**src/rtl/operand_skew_feeder.sv**
```systemverilog
// rtl/operand_skew_feeder.sv - streams one operand tile into the array edge with diagonal lane skew
// Optional FEEDER_STALL_EN adds a stall input that freezes the block and parks in-flight read data.
`timescale 1ns/1ps
module operand_skew_feeder #(
   parameter int DW    = 16,
   parameter int LANES = 4,
   parameter int CW    = 8
) (
   input  logic                  clk,
   input  logic                  rst,
`ifdef FEEDER_STALL_EN
   input  logic                  stall,
`endif
   input  logic                  start,
   input  logic [CW-1:0]         base_col,
   input  logic [3:0]            len,
   output logic                  busy,
   output logic                  done,
   output logic                  rd_en,
   output logic [CW-1:0]         rd_col,
   input  logic [LANES*DW-1:0]   rd_data,
   output logic [LANES*DW-1:0]   lane_data,
   output logic [LANES-1:0]      lane_valid
);

   typedef enum logic [1:0] {IDLE, READ, DRAIN, DONE} state_t;

   state_t               state_q, state_d;
   logic [CW-1:0]        col_q;
   logic [3:0]           cnt_q, len_q;
   // v_q[0]: a read is returning this cycle; v_q[r+1]: lane r output is valid
   logic [LANES:0]       v_q;
   logic                 adv;
   logic [LANES*DW-1:0]  src;

`ifdef FEEDER_STALL_EN
   logic                 hold_v;
   logic [LANES*DW-1:0]  hold_q;

   assign adv = !stall;

   always_ff @(posedge clk or negedge rst) begin
      if (!rst) begin
         hold_v <= 1'b0;
         hold_q <= '0;
      end else if (stall) begin
         if (v_q[0] && !hold_v) begin
            hold_v <= 1'b1;
            hold_q <= rd_data;
         end
      end else begin
         hold_v <= 1'b0;
      end
   end

   assign src = hold_v ? hold_q : rd_data;
`else
   assign adv = 1'b1;
   assign src = rd_data;
`endif

   always_ff @(posedge clk or negedge rst) begin
      if (!rst)
         state_q <= IDLE;
      else if (adv)
         state_q <= state_d;
   end

   always_comb begin
      state_d = state_q;
      case (state_q)
         IDLE:    if (start) state_d = (len != 4'd0) ? READ : DONE;
         READ:    if (cnt_q == len_q - 4'd1) state_d = DRAIN;
         // rd_en is low here, so the pipeline is empty next cycle once only output stages hold data
         DRAIN:   if (v_q[LANES-1:0] == '0) state_d = DONE;
         DONE:    state_d = IDLE;
         default: state_d = IDLE;
      endcase
   end

   always_comb begin
      busy   = (state_q != IDLE);
      done   = (state_q == DONE) && adv;
      rd_en  = (state_q == READ) && adv;
      rd_col = (state_q == READ) ? col_q : '0;
   end

   always_ff @(posedge clk or negedge rst) begin
      if (!rst) begin
         col_q <= '0;
         cnt_q <= '0;
         len_q <= '0;
         v_q   <= '0;
      end else if (adv) begin
         if (state_q == IDLE && start) begin
            col_q <= base_col;
            len_q <= len;
            cnt_q <= '0;
         end else if (state_q == READ) begin
            col_q <= col_q + 1'b1;
            cnt_q <= cnt_q + 1'b1;
         end
         v_q <= {v_q[LANES-1:0], rd_en};
      end
   end

   for (genvar r = 0; r < LANES; r++) begin : g_lane
      logic [(r+1)*DW-1:0] sh_q;
      logic [DW-1:0]       cap;

      assign cap = v_q[0] ? src[r*DW +: DW] : '0;

      if (r == 0) begin : g_first
         always_ff @(posedge clk or negedge rst) begin
            if (!rst)
               sh_q <= '0;
            else if (adv)
               sh_q <= cap;
         end
      end else begin : g_chain
         always_ff @(posedge clk or negedge rst) begin
            if (!rst)
               sh_q <= '0;
            else if (adv)
               sh_q <= {sh_q[r*DW-1:0], cap};
         end
      end

      assign lane_data[r*DW +: DW] = adv ? sh_q[r*DW +: DW] : '0;
   end

   assign lane_valid = adv ? v_q[LANES:1] : '0;

endmodule
```
**config.mk**
```make
export PLATFORM = sky130hd
export DESIGN_NAME = operand_skew_feeder
export DESIGN_NICKNAME = d
export VERILOG_FILES = /design/src/rtl/operand_skew_feeder.sv
export SDC_FILE = /design/constraint.sdc
export NUM_CORES = 1
export LEC_CHECK = 0
export ABC_AREA = 1
export CAP_MARGIN = 5
export CORE_MARGIN = 4
export CORE_UTILIZATION = 48
export DETAILED_ROUTE_END_ITERATION = 16
export GPL_ROUTABILITY_DRIVEN = 0
export PLACE_DENSITY = 0.89
export SYNTH_ARGS = -nofsm -noshare
export SYNTH_HDL_FRONTEND = slang
export SYNTH_SLANG_ARGS = --single-unit
```
**constraint.sdc**
```tcl
create_clock -name clk -period 1.9 [get_ports clk]
set_input_delay 0.19 -clock clk [delete_from_list [all_inputs] [get_ports clk]]
set_output_delay 0.19 -clock clk [all_outputs]
set_load 0.01 [all_outputs]
```
* Yosys cells after proc, flatten, opt, wreduce, memory -nomap -nowiden
Cells that the tools add are included.
** Word-level totals
- Register bits :: 183
- Bits in latches :: 0
- Bits in writable memories :: 0
- Memory bits (read-only) :: 0
- Input port bits :: 79
- Output and inout port bits :: 79
- Word-level logic and storage cells :: 40
- Memories kept :: 0
** Operators by class
- $add $sub $neg :: 3
- Multiply operators :: 0
- Div/mod/pow operators :: 0
- Order comparisons :: 0
- Eq/ne operators :: 7
- Shift-type cells :: 0
- Multiplexer cells :: 14
- Bitwise logic cells :: 0
- Reductions and logical operators :: 7
** Operators by type and width (count)
- $mux W16 :: 4
- $mux W8 :: 3
- $add A8 B1 Y8 const B :: 1
- $mux W2 :: 4
- $mux W4 :: 2
- $pmux W2 S4 :: 1
- $add A4 B1 Y4 const B :: 1
- $eq A2 B2 Y1 const B :: 2
- $eq A4 B4 Y1 :: 1
- $logic_not A4 Y1 :: 1
- $ne A2 B2 Y1 const B :: 2
- $reduce_bool A2 Y1 :: 2
- $reduce_bool A4 Y1 :: 1
- $sub A4 B1 Y4 const B :: 1
- $reduce_and A3 Y1 :: 1
- $eq A2 B1 Y1 const B :: 1
- $logic_not A2 Y1 :: 1
- $ne A2 B1 Y1 const B :: 1
- $logic_and A1 B1 Y1 :: 1

* Depth between registers and ports, before layout
- Word-level depth :: 4
- Mapped depth :: 12
- Mapped depth without buffers :: 12

* Worst setup path before layout
No wires, ideal clock.
- Path kind :: register to register
- Start :: register state_q[1]
- End :: register col_q[7]
- Setup time :: 0.124 ns
- Arrival time :: 1.328 ns
- Data required time :: 1.776 ns
- Setup slack :: 0.448 ns
- Stages on the path, launching flop included :: 8
- Path buffers :: 0
- Clock period less this slack :: 1.452 ns
- Cells stage by stage :: dfrtp_1 -> inv_1 -> ha_1 -> inv_2 -> nand2_2 -> inv_2 -> a22o_1 -> o21bai_1
** On the way
- Elaborated cells on any way between the ends :: 5
- Those cells by class :: eq/ne: 1; mux: 1; reduce/logical: 3
** RTL lines
- start: declaration :: line 28 : state_t state_q, state_d;
- start signal: assignment :: line 66 : state_q <= state_d;
- $eq A2 B1 Y1
- via rd_en :: line 19 : output logic rd_en,
- $reduce_bool A2 Y1 (no source line)
- end signal: assignment :: line 96 : col_q <= base_col;
- end signal: assignment :: line 100 : col_q <= col_q + 1'b1;
- end: declaration :: line 29 : logic [CW-1:0] col_q;
The timed path passes the listed nets, and every way through them passes these cells.
A chain may end at the register's enable or synchronous reset.

* Worst setup path in the final report
- Start :: register state_q[1]
- End :: output rd_col[0]
** On the way
- Cells in the longest elaborated chain, start to end :: 2
** RTL lines
- $eq A2 B1 Y1 :: line 85 : rd_col = (state_q == READ) ? col_q : '0;
- $mux W8 :: line 85
- end: declaration :: line 20 : output logic [CW-1:0] rd_col,
Every way passes these cells.

==> results.py <==
metrics = {
    "floorplanning": {
        "dieWidth_um": 122.0,
        "fp-row-count": 41,
        "start_util_pct": 49.20,
        "die_y_um": 122.0,
        "die-area_um2": 14870,
        "core_um2": 12670,
        "ios": 158,
    },
    "route": {
        "initialDrtViolationCount": 258,
        "ant_nets": 0,
        "first_pass_iters": 4,
        "routed_wl_um": 11470,
        "drc": 0,
        "dr_total_vias": 3596,
        "via_per_inst": 4.327,
        "wl_per_cell_um": 13.80,
    },
    "synth": {
        "async_flop_share_pct": 100.0,
        "ys.warnings.count": 0,
        "yosys.area.top_type_share_pct": 73.46,
        "syn_nets": 608,
        "syn_area_um2": 6233,
        "synth-main-ff-cell": "dfrtp_1",
        "synth-edff-count": 0,
        "syn_area_per_cell_um2": 11.96,
        "yosysUniqueCellTypes": 24,
        "yosysTopAreaCell": "dfrtp_1",
        "ys_ff_latch": 183,
        "yosysSeqAreaShare_pct": 73.46,
        "synthCells": 521,
        "ys_top_cells_by_area": "dfrtp_1 73%, nand2_1 6.7%, buf_4 6.3%, inv_1 5.2%, ha_1 1.6%",
    },
    "global_routing": {
        "antenna_found_initial": 0,
        "grt_max_degree": 56,
        "grt_util_met2_pct": 27.04,
        "grt_pass1_wl_um": 18720,
        "top_usage_layer": "met2",
        "grt_overflow_total": 0,
        "grt_pass1_vias": 3862,
        "grtUsageTotal_pct": 16.77,
        "use_met1_pct": 20.04,
        "grt_use_met3_pct": 6.639,
    },
    "cts": {
        "clk_path_buf_depth": 2,
        "clkTransAtPathRegs_ps": 70,
        "cts-buffers-inserted": 17,
        "cts_root_buffer": "clkbuf_16",
        "cts_tree": "built",
        "cts_sinks": 183,
        "clk_latency_ps": 420,
        "cts.htree.levels": 4,
    },
    "worst_setup_path": {
        "end_kind": "output pin",
        "startpoint": "state_q[1]",
        "critPathKind": "reg2out",
        "crit_buf_inv": 3,
        "required_ps": 1710,
        "critPathSlowestCell": "dfrtp_1",
        "slowest_delay_ps": 430,
        "r2r_start": "state_q[1]",
        "start_kind": "flop",
        "path_delay_family": "buffers and inverters",
        "cp_cell_sequence": "inv_2, ha_4, nand2_1, inv_1, dlygate4sd2_1",
        "critPathMaxFanout": 11,
        "arrival_ps": 1570,
    },
    "timing": {
        "hold_viol_final": 0,
        "period_needed_ps": 1758,
        "tns_ps": 0,
        "setup_viol": 0,
        "drv_slew": 0,
        "fmax_ghz": 0.5689,
        "rsz0062_at_grt": "no",
        "slew_headroom_pct": 66.24,
        "fin_skew_ps": 5.558,
        "period_share_pct": 92.51,
        "tightest_slew_ps": 506.5,
    },
    "power_and_ir_drop": {
        "power_density_nw_per_um2": 1440,
        "ir_worst_vdd_mv": 0.9546,
        "report.power.total_mw": 11.91,
        "p_leak_nw": 4.472,
    },
    "outcome": {
        "run_status": "finished clean",
    },
    "min_path": {
        "holdCritStartpoint": "rd_data[18]",
        "hp-class": "in2reg",
    },
    "run": {
        "max_cap_viol_count": 0,
    },
    "placed_design": {
        "port_buffers": 157,
        "hpwlAfterDp_um": 8185,
    },
    "layout": {
        "layout_common_cells": "181 x dfrtp_1, 146 x clkdlybuf4s50_1, 112 x nand2_1",
        "diodes": 0,
        "fillCellCount": 952,
        "drive_above_1_share_pct": 8.801,
        "fin_nets": 733,
        "area_growth_pct": 32.68,
        "final_common_cell": "dfrtp_1",
    },
}
-- sequential cells by signal, summed over array words and instances, names as in the netlist --
register,cells
state_q,2
col_q,8
len_q,4
g_lane.sh_q,160
v_q,5
cnt_q,4
-- area by class of cell --
type	count	area [µm²]	share of cell area [%]
sequential	183	4582	55.40
timing repair buffer	167	1663	20.11
multi-input combinational	185	877.1	10.61
clock buffer	19	442.9	5.356
inverter	92	345.3	4.175
tap	172	215.2	2.602
clock inverter	13	145.1	1.755
-- per-layer routing --
metal	share of wire (%)	vias up	wire length, µm
met3	7.8	17	894
met5	0	-	0
met2	51	122	5867
met1	39	1735	4487
met4	1.9	0	221
li1	-	1722	-
-- power by group --
group | switching [mW] | internal (mW)
combinational | 1.55 | 1.47
sequential | 0.523 | 4.94
clock | 1.44 | 1.99
total | 3.50 | 8.41
-- metrics by stage --
stage / worst slack [ps] / util (%) / std cells / cell area [µm²] / hold WS, ps
after floorplan: 448.4 / - / 521 / 6233 / -105.6
after global placement: 141.3 / 60.42 / 796 / 7656 / 173.1
after detailed placement: 90.08 / 60.42 / 796 / 7656 / 189.3
after CTS: 138.3 / 65.27 / 831 / 8270 / 267.0
after global routing: 52.85 / 65.27 / 831 / 8270 / 267.1
final: 142.3 / 65.27 / 831 / 8270 / 287.2
-- worst reg2reg max path, delay by kind of cell (launching register included) --
family,cells,cell delay [ps]
flip-flops,1,430
buffers and inverters,3,360
adder cells (fa/ha/maj),1,200
AND/OR/NAND/NOR,2,270
AO/OA/AOI/OAI,2,270
-- timing repair --
item,CTS,global route
hold endpoints to repair,52,0
endpoints found under the setup margin,10,0
setup buffers,2,0
resized for setup,14,0
hold buffers,1,0
-- Yosys cell counts, types with 2 or more instances --
library cell / instances
dfrtp_1: 183
nand2_1: 112
inv_1: 86
buf_4: 52
nor2_1: 21
o21ai_0: 9
a21oi_1: 8
buf_2: 8
ha_1: 8
nand3_1: 8
inv_2: 6
nand2_2: 4
xor2_1: 4
xnor2_1: 2
-- cells by family after synthesis --
kind of cell | synth area share (%)
flops | 73.46
compound gates | 1.827
fa+ha+maj | 1.606
xor+xnor | 0.8430
buf+inv | 12.67
simple gates | 9.595
-- worst paths after layout --
check / endpoint / slack [ps] / cells after the start
worst max-delay path: rd_col[0] / 140 / 5
worst min-delay path: g_lane[1].sh_q[2] / 290 / 3
worst max register to register: cnt_q[3] / 310 / 8
worst min register to register: g_lane[3].sh_q[22] / 350 / 0
max in group asynchronous: state_q[0] / 890 / 3
min in group asynchronous: g_lane[3].sh_q[52] / 300 / 2
Power figures use the tool's default switching activity.
